**src/rtl/btle_bit_upsample.sv**
```systemverilog
// Repeats each packet bit SAMPLE_PER_SYMBOL times on sample_en strobes for the GFSK Gaussian filter.
// Optional `BTLE_UPSAMPLE_FLUSH_EN appends FLUSH_SAMPLES copies of the last bit so the filter drains.
module btle_bit_upsample #(
  parameter int SAMPLE_PER_SYMBOL = 8,
  parameter int FLUSH_SAMPLES     = 16
) (
  input  logic clk,
  input  logic rst,
  input  logic sample_en,
  input  logic info_bit,
  input  logic info_bit_valid,
  input  logic info_bit_last,
  output logic info_bit_ready,
  output logic bit_upsample,
  output logic bit_upsample_valid,
  output logic bit_upsample_valid_last,
  output logic underrun,
  output logic busy
);

  localparam int RW = (SAMPLE_PER_SYMBOL > 1) ? $clog2(SAMPLE_PER_SYMBOL) : 1;
  localparam logic [RW-1:0] REP_LAST = RW'(SAMPLE_PER_SYMBOL - 1);

`ifdef BTLE_UPSAMPLE_FLUSH_EN
  localparam int FW = (FLUSH_SAMPLES > 1) ? $clog2(FLUSH_SAMPLES) : 1;
  localparam logic [FW-1:0] FLUSH_LAST = FW'(FLUSH_SAMPLES - 1);

  typedef enum logic [1:0] {
    S_IDLE  = 2'd0,
    S_RUN   = 2'd1,
    S_FLUSH = 2'd2
  } state_t;
`else
  typedef enum logic [1:0] {
    S_IDLE = 2'd0,
    S_RUN  = 2'd1
  } state_t;
`endif

  state_t          r_state;
  logic            r_cur_bit;
  logic            r_cur_last;
  logic [RW-1:0]   r_rep_cnt;
  logic            r_bit;
  logic            r_vld;
  logic            r_vld_last;
  logic            r_underrun;

  state_t          w_state_nxt;
  logic            w_cur_bit_nxt;
  logic            w_cur_last_nxt;
  logic [RW-1:0]   w_rep_cnt_nxt;
  logic            w_bit_nxt;
  logic            w_vld_nxt;
  logic            w_vld_last_nxt;
  logic            w_underrun_nxt;
  logic            w_rep_done;
  logic            w_ready;

`ifdef BTLE_UPSAMPLE_FLUSH_EN
  logic [FW-1:0]   r_flush_cnt;
  logic [FW-1:0]   w_flush_cnt_nxt;
`endif

  assign w_rep_done = (r_rep_cnt == REP_LAST);

  // In RUN the next bit is only taken on the strobe that emits the final repetition, so bits abut.
  assign w_ready = (r_state == S_IDLE) ||
                   ((r_state == S_RUN) && sample_en && w_rep_done && !r_cur_last);

  always_comb begin
    w_state_nxt     = r_state;
    w_cur_bit_nxt   = r_cur_bit;
    w_cur_last_nxt  = r_cur_last;
    w_rep_cnt_nxt   = r_rep_cnt;
    w_bit_nxt       = r_bit;
    w_vld_nxt       = 1'b0;
    w_vld_last_nxt  = 1'b0;
    w_underrun_nxt  = 1'b0;
`ifdef BTLE_UPSAMPLE_FLUSH_EN
    w_flush_cnt_nxt = r_flush_cnt;
`endif

    case (r_state)
      S_IDLE: begin
        if (info_bit_valid) begin
          w_cur_bit_nxt  = info_bit;
          w_cur_last_nxt = info_bit_last;
          w_rep_cnt_nxt  = '0;
          w_state_nxt    = S_RUN;
        end
      end

      S_RUN: begin
        if (sample_en) begin
          w_bit_nxt = r_cur_bit;
          w_vld_nxt = 1'b1;
          if (!w_rep_done) begin
            w_rep_cnt_nxt = r_rep_cnt + 1'b1;
          end else if (r_cur_last) begin
`ifdef BTLE_UPSAMPLE_FLUSH_EN
            w_flush_cnt_nxt = '0;
            w_state_nxt     = S_FLUSH;
`else
            w_vld_last_nxt  = 1'b1;
            w_state_nxt     = S_IDLE;
`endif
          end else if (info_bit_valid) begin
            w_cur_bit_nxt  = info_bit;
            w_cur_last_nxt = info_bit_last;
            w_rep_cnt_nxt  = '0;
          end else begin
            // Starved mid-packet: the final repetition still goes out alongside the pulse.
            w_underrun_nxt = 1'b1;
            w_rep_cnt_nxt  = '0;
            w_state_nxt    = S_IDLE;
          end
        end
      end

`ifdef BTLE_UPSAMPLE_FLUSH_EN
      S_FLUSH: begin
        if (sample_en) begin
          w_bit_nxt = r_cur_bit;
          w_vld_nxt = 1'b1;
          if (r_flush_cnt == FLUSH_LAST) begin
            w_vld_last_nxt  = 1'b1;
            w_flush_cnt_nxt = '0;
            w_rep_cnt_nxt   = '0;
            w_state_nxt     = S_IDLE;
          end else begin
            w_flush_cnt_nxt = r_flush_cnt + 1'b1;
          end
        end
      end
`endif

      default: begin
        w_state_nxt = S_IDLE;
      end
    endcase
  end

  always_ff @(posedge clk or posedge rst) begin
    if (rst) begin
      r_state     <= S_IDLE;
      r_cur_bit   <= 1'b0;
      r_cur_last  <= 1'b0;
      r_rep_cnt   <= '0;
      r_bit       <= 1'b0;
      r_vld       <= 1'b0;
      r_vld_last  <= 1'b0;
      r_underrun  <= 1'b0;
    end else begin
      r_state     <= w_state_nxt;
      r_cur_bit   <= w_cur_bit_nxt;
      r_cur_last  <= w_cur_last_nxt;
      r_rep_cnt   <= w_rep_cnt_nxt;
      r_bit       <= w_bit_nxt;
      r_vld       <= w_vld_nxt;
      r_vld_last  <= w_vld_last_nxt;
      r_underrun  <= w_underrun_nxt;
    end
  end

`ifdef BTLE_UPSAMPLE_FLUSH_EN
  always_ff @(posedge clk or posedge rst) begin
    if (rst) begin
      r_flush_cnt <= '0;
    end else begin
      r_flush_cnt <= w_flush_cnt_nxt;
    end
  end
`endif

  assign info_bit_ready          = w_ready;
  assign bit_upsample            = r_bit;
  assign bit_upsample_valid      = r_vld;
  assign bit_upsample_valid_last = r_vld_last;
  assign underrun                = r_underrun;
  assign busy                    = (r_state != S_IDLE);

endmodule

```
**config.mk**
```make
export PLATFORM = sky130hd
export DESIGN_NAME = btle_bit_upsample
export DESIGN_NICKNAME = d
export VERILOG_FILES = /design/src/rtl/btle_bit_upsample.sv
export SDC_FILE = /design/constraint.sdc
export NUM_CORES = 1
export LEC_CHECK = 0
export ABC_AREA = 1
export CORE_AREA = 3 3 40 42
export DETAILED_ROUTE_END_ITERATION = 16
export DIE_AREA = 0 0 43 45
export PLACE_DENSITY = 0.74
export SLEW_MARGIN = 20
export SYNTH_ARGS = -nofsm -noshare
export SYNTH_HDL_FRONTEND = slang
export SYNTH_SLANG_ARGS = --single-unit
```
**constraint.sdc**
```tcl
create_clock -name clk -period 2.65 [get_ports clk]
set_clock_uncertainty 0.15 [all_clocks]
set_input_delay 0.3975 -clock clk [delete_from_list [all_inputs] [get_ports clk]]
set_output_delay 0.3975 -clock clk [all_outputs]
set_load 0.01 [all_outputs]
```
==> out/qor.csv, run 1 <==
metric,value,unit
path_class,reg2out,
syn_area,556,sq um
status,completed,
r2r_end,r_rep_cnt[1]$_DFFE_PP0P_,
placed_area,673,sq um
synthTopCellsByArea,"dfrtp_1, nand2_1, ha_1",
async_reset_ff_frac,1.00,
dp_hpwl,843,um
syn-num-nets,80,
drtPass1Iterations,4,
grt-busiest-layer,met2,
p_leak,0.396,nW
p_per_area,837,nW/um^2
final_nets,95,
setup-tns-final,0,ps
synth_top_area_share,0.450,
grt_use_met1,0.149,
cp-end-kind,output pin,
clkSlewWorstSetupHoldPaths,60,ps
ant_nets,0,
antennaDiodeCount,0,
drcViolationCount,0,
synth_ff_type,dfrtp_1,
grt-ovfl-total,0,
min_path_type,in2async,
ys_seq_elements,10,
tritoncts,built,
ys_seq_area_frac,0.450,
startpoint,r_rep_cnt[1]$_DFFE_PP0P_,
reg2reg_depth,7,
die_w,43,um
final-hold-violation-count,0,
syn_inst,71,
via_per_inst,4.55,
final_area,696,sq um
max-slew-margin-rel,0.720,
avgSynthCellArea,7.82,sq um
vias,450,
fill_cells,136,
row_count,13,
areaGrowthSynthToFinish,25.2,%
insertion_delay,260,ps
grt_pass1_wl,1730,um
synth.distinct_cells,13,
crit_path_end,info_bit_ready,
die_y,45,um
ys_warn_count,0,
drive_gt1_frac,0.131,
cts_resized,0,
start_util,0.432,
maxCapViolCount,0,
gp_congestion,0.749,
grt_max_degree,12,
final_max_slew_viol_count,0,
fmax,0.423,GHz
grt_util_met3,0.0359,
min_period,2360,ps
setup_viol,0,
grt_use_total,0.128,
die_area,1940,sq um
ioPinCount,12,
numCtsBuffers,3,
yosysTopAreaCell,dfrtp_1,
rsz0062_at_grt,false,
wirelength,1070,um
numClockSinks,10,
core_area,1280,sq um
antenna_found_initial,0,
routedWlPerCell,10.8,um
peakVddDrop,0.441,mV
synthMostInstantiatedCell,nand2_1,
port_buffers,11,
synth_edf_count,0,
required,2100,ps
max_slew.worst_pin.slew,420,ps
first_iter_violations,5,
cts_setup_buffers,0,
h-tree-depth,1,
power,0.583,mW
ctsRootBufferMaster,clkbuf_4,
critPathLaunchType,flip-flop,
grt.met2_usage,0.204,
arrival,1820,ps
grt_pass1_vias,400,
synth.top_cells.by_count,"nand2_1, dfrtp_1, inv_1, nor2_1",
hold_buffers,0,
r2r_slack,1160,ps
clockBufferDepth,2,
worstReg2RegStart,r_rep_cnt[0]$_DFFE_PP0P_,
post-route-period-util,0.892,
worstPathMaxFanout,2,
## sequential cells by signal, indices dropped and copies added, names as in the netlist
register / flops
r_cur_bit: 1
r_rep_cnt: 3
bit_upsample_valid: 1
r_state: 1
bit_upsample: 1
underrun: 1
r_cur_last: 1
bit_upsample_valid_last: 1
## metal layers
layer	vias up	part of all wire
met5	-	0
met4	0	0.014
met3	2	0.053
met2	12	0.48
met1	197	0.45
li1	239	-
## critical path, stage by stage, from the launching register on
cell	delay [ps]
dfrtp_1	370
ha_1	200
ha_1	160
inv_1	50
nor2_1	120
nand2_1	60
nand2_1	60
clkdlybuf4s50_1	530
## worst min path at each step
stage                               end  depth (start not counted)
4_1_cts        r_rep_cnt[2]$_DFFE_PP0P_                          2
6_report       r_rep_cnt[2]$_DFFE_PP0P_                          2
3_5_place_dp   bit_upsample$_DFFE_PP0P_                          2
3_3_place_gp   bit_upsample$_DFFE_PP0P_                          2
5_1_grt        r_rep_cnt[2]$_DFFE_PP0P_                          2
2_1_floorplan  bit_upsample$_DFFE_PP0P_                          1
## kinds of logic after synthesis
logic type	count (synthesis)	synth area share
adders and majority gates	3	0.0676
buffers and inverters	10	0.0811
DFF	10	0.450
and+or+nand+nor	48	0.401
## power breakdown
part | internal (mW) | switching, mW
clock network | 0.0522 | 0.0474
registers | 0.203 | 0.0508
logic | 0.108 | 0.121
## layout by cell type (no fill, tap or decap)
cell,count
nand2_1,32
clkdlybuf4s50_1,11
dfrtp_1,10
inv_1,7
nor2_1,5
nand2_4,3
nand3_1,3
ha_1,3
clkbuf_4,3
inv_2,2
nand2_2,2
nand3_2,1
nand3b_1,1
nor3_1,1
## layout make-up
type / instances / area, sq um / area share
clock buffers: 3 / 22.5 / 0.0324
inverters: 9 / 33.8 / 0.0486
multi-input cells: 51 / 260 / 0.374
flip-flops and latches: 10 / 250 / 0.360
well taps: 15 / 18.8 / 0.0270
repair buffers: 11 / 110 / 0.158
## metrics by stage
stage / util / cells / hold WS, ps / setup WS (ps)
finish: 0.541 / 99 / 258 / 287
global route: 0.541 / 99 / 308 / 196
CTS: 0.541 / 99 / 271 / 287
detailed placement: 0.524 / 96 / 334 / 451
global placement: 0.524 / 96 / 303 / 491
floorplan: - / 71 / 87.7 / 1120
No activity file was read; power rests on OpenSTA's default activity.
==> inputs of run 2 (changes only) <==
--- a/config.mk
+++ b/config.mk
@@ -7,6 +7,7 @@
 export LEC_CHECK = 0
 export ABC_AREA = 1
 export CORE_AREA = 3 3 40 42
+export CTS_CLUSTER_SIZE = 40
 export DETAILED_ROUTE_END_ITERATION = 16
 export DIE_AREA = 0 0 43 45
 export PLACE_DENSITY = 0.74
==> results of run 2 <==
Same layout as run 1: the final DEF is identical, and so are final timing and power.
